===== src/rtl/maxnet_job_arbiter.sv =====
// Round-robin front end that time-shares one maxnet core between N_REQ requesters.
// Launches each job with a restart pulse and returns the core's maximum, or an error on cycle-budget overrun.
module maxnet_job_arbiter #(
  parameter int N_REQ   = 4,
  parameter int WIDTH   = 32,
  parameter int TIMEOUT = 255
) (
  input  logic                     clk_i,
  input  logic                     rst_ni,
  input  logic [N_REQ-1:0]         req_i,
  input  logic [N_REQ*4*WIDTH-1:0] req_ops_i,
  output logic [N_REQ-1:0]         grant_o,
  output logic [N_REQ-1:0]         resp_valid_o,
  output logic [WIDTH-1:0]         resp_data_o,
  output logic                     resp_err_o,
  output logic                     busy_o,
  output logic                     eng_clr_o,
  output logic [WIDTH-1:0]         eng_inp1_o,
  output logic [WIDTH-1:0]         eng_inp2_o,
  output logic [WIDTH-1:0]         eng_inp3_o,
  output logic [WIDTH-1:0]         eng_inp4_o,
  input  logic [WIDTH-1:0]         eng_max_i,
  input  logic                     eng_done_i,
  output logic [15:0]              jobs_done_o
);

  localparam int IW = (N_REQ > 1) ? $clog2(N_REQ) : 1;

  typedef enum logic [1:0] {
    ST_IDLE   = 2'd0,
    ST_LAUNCH = 2'd1,
    ST_RUN    = 2'd2,
    ST_RESP   = 2'd3
  } state_e;

  state_e                   state_q, state_d;
  logic [IW-1:0]            last_q, last_d;
  logic [IW-1:0]            win_q, win_d;
  logic [15:0]              cnt_q, cnt_d;
  logic [N_REQ-1:0]         grant_q, grant_d;
  logic [N_REQ-1:0]         resp_valid_q, resp_valid_d;
  logic [WIDTH-1:0]         resp_data_q, resp_data_d;
  logic                     resp_err_q, resp_err_d;
  logic                     busy_q, busy_d;
  logic                     eng_clr_q, eng_clr_d;
  logic [3:0][WIDTH-1:0]    inp_q, inp_d;
  logic [15:0]              jobs_q, jobs_d;

  logic [IW-1:0]            pick_s;
  logic [IW-1:0]            idx_s;
  logic [4*WIDTH-1:0]       ops_s;

  // Round-robin pick: scanning from farthest to nearest lets the requester closest after last_q win.
  always_comb begin
    pick_s = last_q;
    idx_s  = last_q;
    for (int k = N_REQ; k >= 1; k--) begin
      idx_s  = IW'((int'(last_q) + k) % N_REQ);
      pick_s = req_i[idx_s] ? idx_s : pick_s;
    end
  end

  // Operand mux for the latched winner.
  always_comb begin
    ops_s = '0;
    for (int r = 0; r < N_REQ; r++) begin
      ops_s = (win_q == IW'(r)) ? req_ops_i[r*4*WIDTH +: 4*WIDTH] : ops_s;
    end
  end

  // Next-state and registered-output decode.
  always_comb begin
    state_d      = state_q;
    last_d       = last_q;
    win_d        = win_q;
    cnt_d        = cnt_q;
    grant_d      = '0;
    resp_valid_d = '0;
    resp_data_d  = '0;
    resp_err_d   = 1'b0;
    eng_clr_d    = 1'b0;
    inp_d        = inp_q;
    jobs_d       = jobs_q;
    case (state_q)
      ST_IDLE: begin
        if (|req_i) begin
          state_d         = ST_LAUNCH;
          win_d           = pick_s;
          last_d          = pick_s;
          grant_d[pick_s] = 1'b1;
          eng_clr_d       = 1'b1;
        end else begin
          state_d = ST_IDLE;
        end
      end
      ST_LAUNCH: begin
        inp_d   = ops_s;
        cnt_d   = 16'd0;
        state_d = ST_RUN;
      end
      ST_RUN: begin
        // Done is checked before the budget so a same-cycle collision still succeeds.
        if (eng_done_i) begin
          state_d             = ST_RESP;
          resp_valid_d[win_q] = 1'b1;
          resp_data_d         = eng_max_i;
          jobs_d              = jobs_q + 16'd1;
        end else if (cnt_q == 16'(TIMEOUT)) begin
          state_d             = ST_RESP;
          resp_valid_d[win_q] = 1'b1;
          resp_err_d          = 1'b1;
        end else begin
          cnt_d = cnt_q + 16'd1;
        end
      end
      ST_RESP: begin
        state_d = ST_IDLE;
      end
      default: begin
        state_d = ST_IDLE;
      end
    endcase
    busy_d = (state_d != ST_IDLE);
  end

  // State and output registers with synchronous active-low reset.
  always_ff @(posedge clk_i) begin
    if (!rst_ni) begin
      state_q      <= ST_IDLE;
      last_q       <= IW'(N_REQ - 1);
      win_q        <= '0;
      cnt_q        <= 16'd0;
      grant_q      <= '0;
      resp_valid_q <= '0;
      resp_data_q  <= '0;
      resp_err_q   <= 1'b0;
      busy_q       <= 1'b0;
      eng_clr_q    <= 1'b0;
      inp_q        <= '0;
      jobs_q       <= 16'd0;
    end else begin
      state_q      <= state_d;
      last_q       <= last_d;
      win_q        <= win_d;
      cnt_q        <= cnt_d;
      grant_q      <= grant_d;
      resp_valid_q <= resp_valid_d;
      resp_data_q  <= resp_data_d;
      resp_err_q   <= resp_err_d;
      busy_q       <= busy_d;
      eng_clr_q    <= eng_clr_d;
      inp_q        <= inp_d;
      jobs_q       <= jobs_d;
    end
  end

  assign grant_o      = grant_q;
  assign resp_valid_o = resp_valid_q;
  assign resp_data_o  = resp_data_q;
  assign resp_err_o   = resp_err_q;
  assign busy_o       = busy_q;
  assign eng_clr_o    = eng_clr_q;
  assign eng_inp1_o   = inp_q[0];
  assign eng_inp2_o   = inp_q[1];
  assign eng_inp3_o   = inp_q[2];
  assign eng_inp4_o   = inp_q[3];
  assign jobs_done_o  = jobs_q;

endmodule

===== config.mk =====
export PLATFORM = sky130hd
export DESIGN_NAME = maxnet_job_arbiter
export DESIGN_NICKNAME = d
export VERILOG_FILES = /design/src/rtl/maxnet_job_arbiter.sv
export SDC_FILE = /design/constraint.sdc
export NUM_CORES = 1
export LEC_CHECK = 0
export CORE_AREA = 2 2 284 286
export DETAILED_ROUTE_END_ITERATION = 12
export DIE_AREA = 0 0 286 288
export HOLD_SLACK_MARGIN = 0.06
export PLACE_DENSITY = 0.39
export SLEW_MARGIN = 20
export SYNTH_ARGS = -nofsm -noshare
export SYNTH_HDL_FRONTEND = slang
export SYNTH_SLANG_ARGS = --single-unit

===== constraint.sdc =====
create_clock -name clk_i -period 2.45 [get_ports clk_i]
set_clock_uncertainty 0.05 [all_clocks]
set_input_delay 0.49 -clock clk_i [delete_from_list [all_inputs] [get_ports clk_i]]
set_output_delay 0.49 -clock clk_i [all_outputs]
set_load 0.03 [all_outputs]

Word-level counts from Yosys, hierarchy flattened
Cells that the tools add are included.
{"block": "totals", "reg_bits": 209, "latchBits": 0, "mem_bits_rw": 0, "romBits": 0, "in_bits": 551, "out_inout_bits": 187, "mem_count": 0}
{"block": "op_classes", "n_addsub": 6, "n_mul": 0, "div": 0, "magnitude_cmp": 8, "n_eq_ne": 9, "shift": 0, "n_mux": 31, "bitwise": 2, "reduce_logical": 15}
{"cell": "$mux W128", "count": 4}
{"cell": "$add A16 B1 Y16 const B", "count": 2}
{"cell": "$mux W16", "count": 2}
{"cell": "$pmux W16 S2", "count": 1}
{"cell": "$lt A2 B3 Y1 const B", "count": 6}
{"cell": "$eq A16 B8 Y1 const B", "count": 1}
{"cell": "$mux W2", "count": 6}
{"cell": "$mux W1", "count": 9}
{"cell": "$reduce_and A3 Y1", "count": 3}
{"cell": "$bmux W1 S2", "count": 4}
{"cell": "$eq A2 B2 Y1 const B", "count": 4}
{"cell": "$mux W4", "count": 2}
{"cell": "$pmux W2 S4", "count": 1}
{"cell": "$reduce_and A2 Y1", "count": 4}
{"cell": "$add A2 B1 Y2 const B", "count": 2}
{"cell": "$add A2 B2 Y2 const B", "count": 2}
{"cell": "$demux W1 S2", "count": 2}
{"cell": "$eq A2 B1 Y1 const B", "count": 2}
{"cell": "$ge A2 B1 Y1 const B", "count": 2}
{"cell": "$logic_not A2 Y1", "count": 2}
{"cell": "$ne A2 B2 Y1 const B", "count": 2}
{"cell": "$reduce_bool A2 Y1", "count": 2}
{"cell": "$reduce_or A4 Y1", "count": 1}
{"cell": "$reduce_or A3 Y1", "count": 1}
{"cell": "2 further kinds", "count": 4}

Depth between registers and ports, before layout
{"block": "logic_depth", "depth_word": 11, "ltp_mapped": 7, "mapped_depth_nobuf": 6}

Least setup slack after synthesis
Ideal clock, no wire load.
{"block": "synth_timing", "path_type": "input to register", "startpoint": "in req_i[1]", "endpoint": "reg grant_q[0], in the netlist grant_o[0]", "setup_time_ns": 0.115, "arrival_ns": 1.637, "setup_slack_ns": 0.648, "cell_stages": 6, "path_buffers": 1, "path_cell_list": "or4_1 and2_1 clkbuf_1 nand2_2 inv_1 and3_1"}
{"block": "synth_via", "elab_chain_cells": 10, "elab_cells_between_ends": 19, "classes_between": "order compare (2); mux (14); reduce/logical (3)"}
{"item": "start, declared", "line": "10", "text": "input logic [N_REQ-1:0] req_i,"}
{"item": "$bmux W1 S2", "line": "59", "text": "pick_s = req_i[idx_s] ? idx_s : pick_s;"}
{"item": "$mux W1 (implied by the code)", "line": "59"}
{"item": "$mux W2 (4 in series)", "line": "59"}
{"item": "$lt A2 B3 Y1 (implied by the code) / $ge A2 B1 Y1 (equally long branches)", "line": "90", "text": "grant_d[pick_s] = 1'b1;"}
{"item": "$logic_and A1 B1 Y1 (implied by the code)", "line": "90"}
{"item": "$mux W1 (implied by the code)", "line": "90"}
{"item": "$demux W1 S2", "line": "90"}
{"item": "end signal, assigned", "line": "146", "text": "grant_q <= grant_d;"}
{"item": "end, declared", "line": "40", "text": "logic [N_REQ-1:0] grant_q, grant_d;"}
Parallel ways exist; a longest one is shown, timed or not. The select of a mux whose other input is x is not followed.
A chain may end at the register's enable or synchronous reset.

Worst setup path in the final report
{"block": "layout_timing", "startpoint": "reg jobs_q[11], in the netlist jobs_done_o[11]", "endpoint": "out jobs_done_o[11]"}
{"item": "start, declared", "line": "47", "text": "logic [15:0] jobs_q, jobs_d;"}
{"item": "start signal, assigned", "line": "153", "text": "jobs_q <= jobs_d;"}
{"item": "end, declared", "line": "24", "text": "output logic [15:0] jobs_done_o"}
No word-level cell between the ends.

==> flow_summary.yaml <==
worst_setup_path:
  crit_arrival_ps: 1760
  critPathTopFamily: "buffers and inverters"
  crit_path_cell_trace: "clkdlybuf4s50_1"
  crit_path_max_incr_delay_ps: 740
  critPathMaxFanout: 5
  r2r_start: "state_q[0]"
  crit_start: "jobs_done_o[11]"
  worstPathRequired_ps: 1910
  crit_path_start_kind: "register"
  cpMaxStageDelayCell: "clkdlybuf4s50_1"
  worstSetupPathType: "reg -> out"
  critPathCaptureType: "output port"
  path_buf_inv: 1
floorplanning:
  dieArea_sq_um: 82400
  num_rows: 104
  num_io_pins: 738
  start_util_pct: 13.8
  fp.dieH_um: 288
  core-area_sq_um: 79600
  die_w_um: 286
global_routing:
  grt_max_degree: 77
  grt_pass1_wl_um: 75700
  grt_overflow: 0
  track_usage_pct: 12.4
  grt_antenna_before_repair: 7
  grt_pass1_vias: 10700
power_and_ir_drop:
  p_sw_share_pct: 36.9
  clkPwrFrac_pct: 24.1
  ir_drop_mv: 0.574
  p_leak_nw: 7.04
  powerDensity_nw_per_um2: 915
  pwr-share-seq_pct: 24.0
  pwr-share-comb_pct: 51.9
  power_switching_mw: 7.03
  intPower_mw: 12.0
finish:
  nNetsFinal: 2175
  drive_above_1_share_pct: 13.7
  final_area_sq_um: 20800
  multi_input_area_sq_um: 6410
  ff_latch_area_sq_um: 4190
  area_growth_syn_to_layout_pct: 89.2
  fillers: 8351
cts:
  cts.sink_count: 209
  clkSlewWorstSetupHoldPaths_ps: 60
  htree_levels: 1
  ctsHoldBuffers: 0
  cts_buffer_depth: 3
  clkLatencyLatePin_ps: 560
  ctsRootBufferMaster: "clkbuf_16"
  cts_buffers: 30
  cts_tree: "built"
synth:
  synth_cell_type_count: 46
  yosys_warnings: 0
  netlist_area_sq_um: 11000
  synth_top_area_share_pct: 38.0
  synth_fp_nets: 1448
  synth-edff-count: 0
  yosysSeqAreaShare_pct: 38.0
  ys_async_sr_fraction_pct: 0
  synth_area_leaders: "dfxtp_1, mux4_2, mux2i_1"
  synth_ff_type: "dfxtp_1"
  synth_seq_cells: 209
  synth_cells: 891
  synth_area_per_cell_sq_um: 12.3
  synth_top_area_cell: "dfxtp_1"
timing:
  rsz0062_at_grt: "false"
  final.setup.worst_slack_ps: 149
  setup_tns_ps: 0
  fin_crit_sh_pct: 93.9
  slew_headroom_pct: 61.9
  finalSetupViolCount: 0
  tightest_slew_ps: 569
  hold_viol_final: 0
  slew_violations: 0
  fmax_mhz: 435
  fin_hold_ws_ps: 276
  fin_crit_ps: 2300
route:
  drtPass1Iterations: 4
  drt_iter0_drc: 362
  remaining_drc_errors: 0
  viasPerCell: 3.76
  final_antenna_net_count: 0
  wire_per_inst_um: 20.2
  drt_wl_total_um: 54700
  vias: 10200
placement:
  place_area_sq_um: 19700
  dp_slack_ps: 83.5
  port_buffers: 737
  routabilityCongestion: 0.901
  dp_hpwl_um: 44400
hold_path:
  hold_class: "in -> reg"
  hp-start: "rst_ni"
flow_run:
  maxCapViolations: 0
run_status:
  status: "complete, no violations"
## metal layers
layer | track usage [%] | routed length (um)
met1 | 14.0 | 21200
met2 | 22.4 | 27700
met3 | 4.06 | 4690
met4 | 2.64 | 1050
met5 | 0 | 36
## cells in the final DEF (no fill, tap or decap), drive strengths merged, types with 6 or more instances in the layout
cell type / Yosys / final
a21oi: 17 / 17
and2: 46 / 46
and4: 7 / 7
buf: 40 / 31
clkbuf: 32 / 44
clkdlybuf4s50: 0 / 735
clkinv: 0 / 6
dfxtp: 209 / 209
ha: 6 / 6
inv: 9 / 11
mux2i: 133 / 133
mux4: 128 / 128
nand2: 25 / 25
nand2b: 6 / 6
nand3: 11 / 11
nand4: 8 / 8
nor2b: 128 / 128
o21ai: 10 / 10
o31ai: 9 / 9
or4: 10 / 10
xnor2: 7 / 7
## cells in the mapped netlist (4+ instances only)
library cell	n
a21boi_0	4
a21oi_1	17
and2_1	46
and3_1	5
and4_1	6
buf_2	29
buf_4	7
clkbuf_1	29
dfxtp_1	209
ha_1	6
inv_1	9
mux2i_1	133
mux4_2	128
nand2_1	23
nand2b_1	6
nand3_1	11
nand4_1	8
nor2b_1	128
nor3_1	5
nor3b_1	4
nor4_1	4
o21ai_0	10
o31ai_1	9
or4_1	10
xnor2_1	7
xor2_1	4
## final cells by class
cell class / instances / area share, %
Antenna cell: 5 / 0.0601
Clock buffer: 44 / 4.40
Clock inverter: 12 / 0.716
Inverter: 9 / 0.162
Multi-Input combinational cell: 601 / 30.8
Sequential cell: 209 / 20.1
Tap cell: 1060 / 6.37
Timing Repair Buffer: 767 / 37.3
## power by group through the flow
stage                     logic (mW)  clock network (mW)  registers, mW
after floorplan                 4.73                   0           5.88
after global placement          10.1                   0           4.63
after detailed placement        10.1                   0           4.64
after CTS                       10.2                4.81           4.58
after global routing            10.5                4.93           4.66
final                           9.88                4.59           4.57
## state kept, by name, summed over array words and instances, names as in the netlist, 4 cells and up
register      flops
jobs_done_o      16
eng_inp3_o       32
eng_inp1_o       32
resp_data_o      32
cnt_q            16
eng_inp4_o       32
grant_o           4
eng_inp2_o       32
resp_valid_o      4
## worst paths after layout
check / to / slack (ps) / cells after the start
setup reg to reg: cnt_q[14] / 260 / 6
hold / removal: last_q[1] / 280 / 2
hold reg to reg: jobs_done_o[15] / 430 / 2
setup / recovery: jobs_done_o[11] / 150 / 1
## logic make-up (layout without fill, tap and decap cells)
kind of cell,Yosys count,after routing,share of synthesized area [%]
and+or+nand+nor,273,273,15.3
muxes,261,261,38.3
DFF,209,209,38.0
buffers and inverters,81,832,3.74
AOI/OAI and AO/OA,50,50,2.99
xor gates and xnor gates,11,11,0.876
adders and majority gates,6,6,0.683
other,0,5,0
## what timing repair did
action | in CTS | in global routing
setup buffers | 0 | 0
setup endpoints to repair | 0 | 1
resized for setup | 0 | 1
## through the flow
step                      power, mW  utilization (%)  std cells
after global placement         14.7             24.8       2646
after CTS                      19.5             26.1       2702
after global routing           20.1             26.1       2703
after detailed placement       14.8             24.8       2646
final                          19.0             26.1       2707
after floorplan                10.6                -        891
Note: power is estimated with default switching activity, not from simulation.
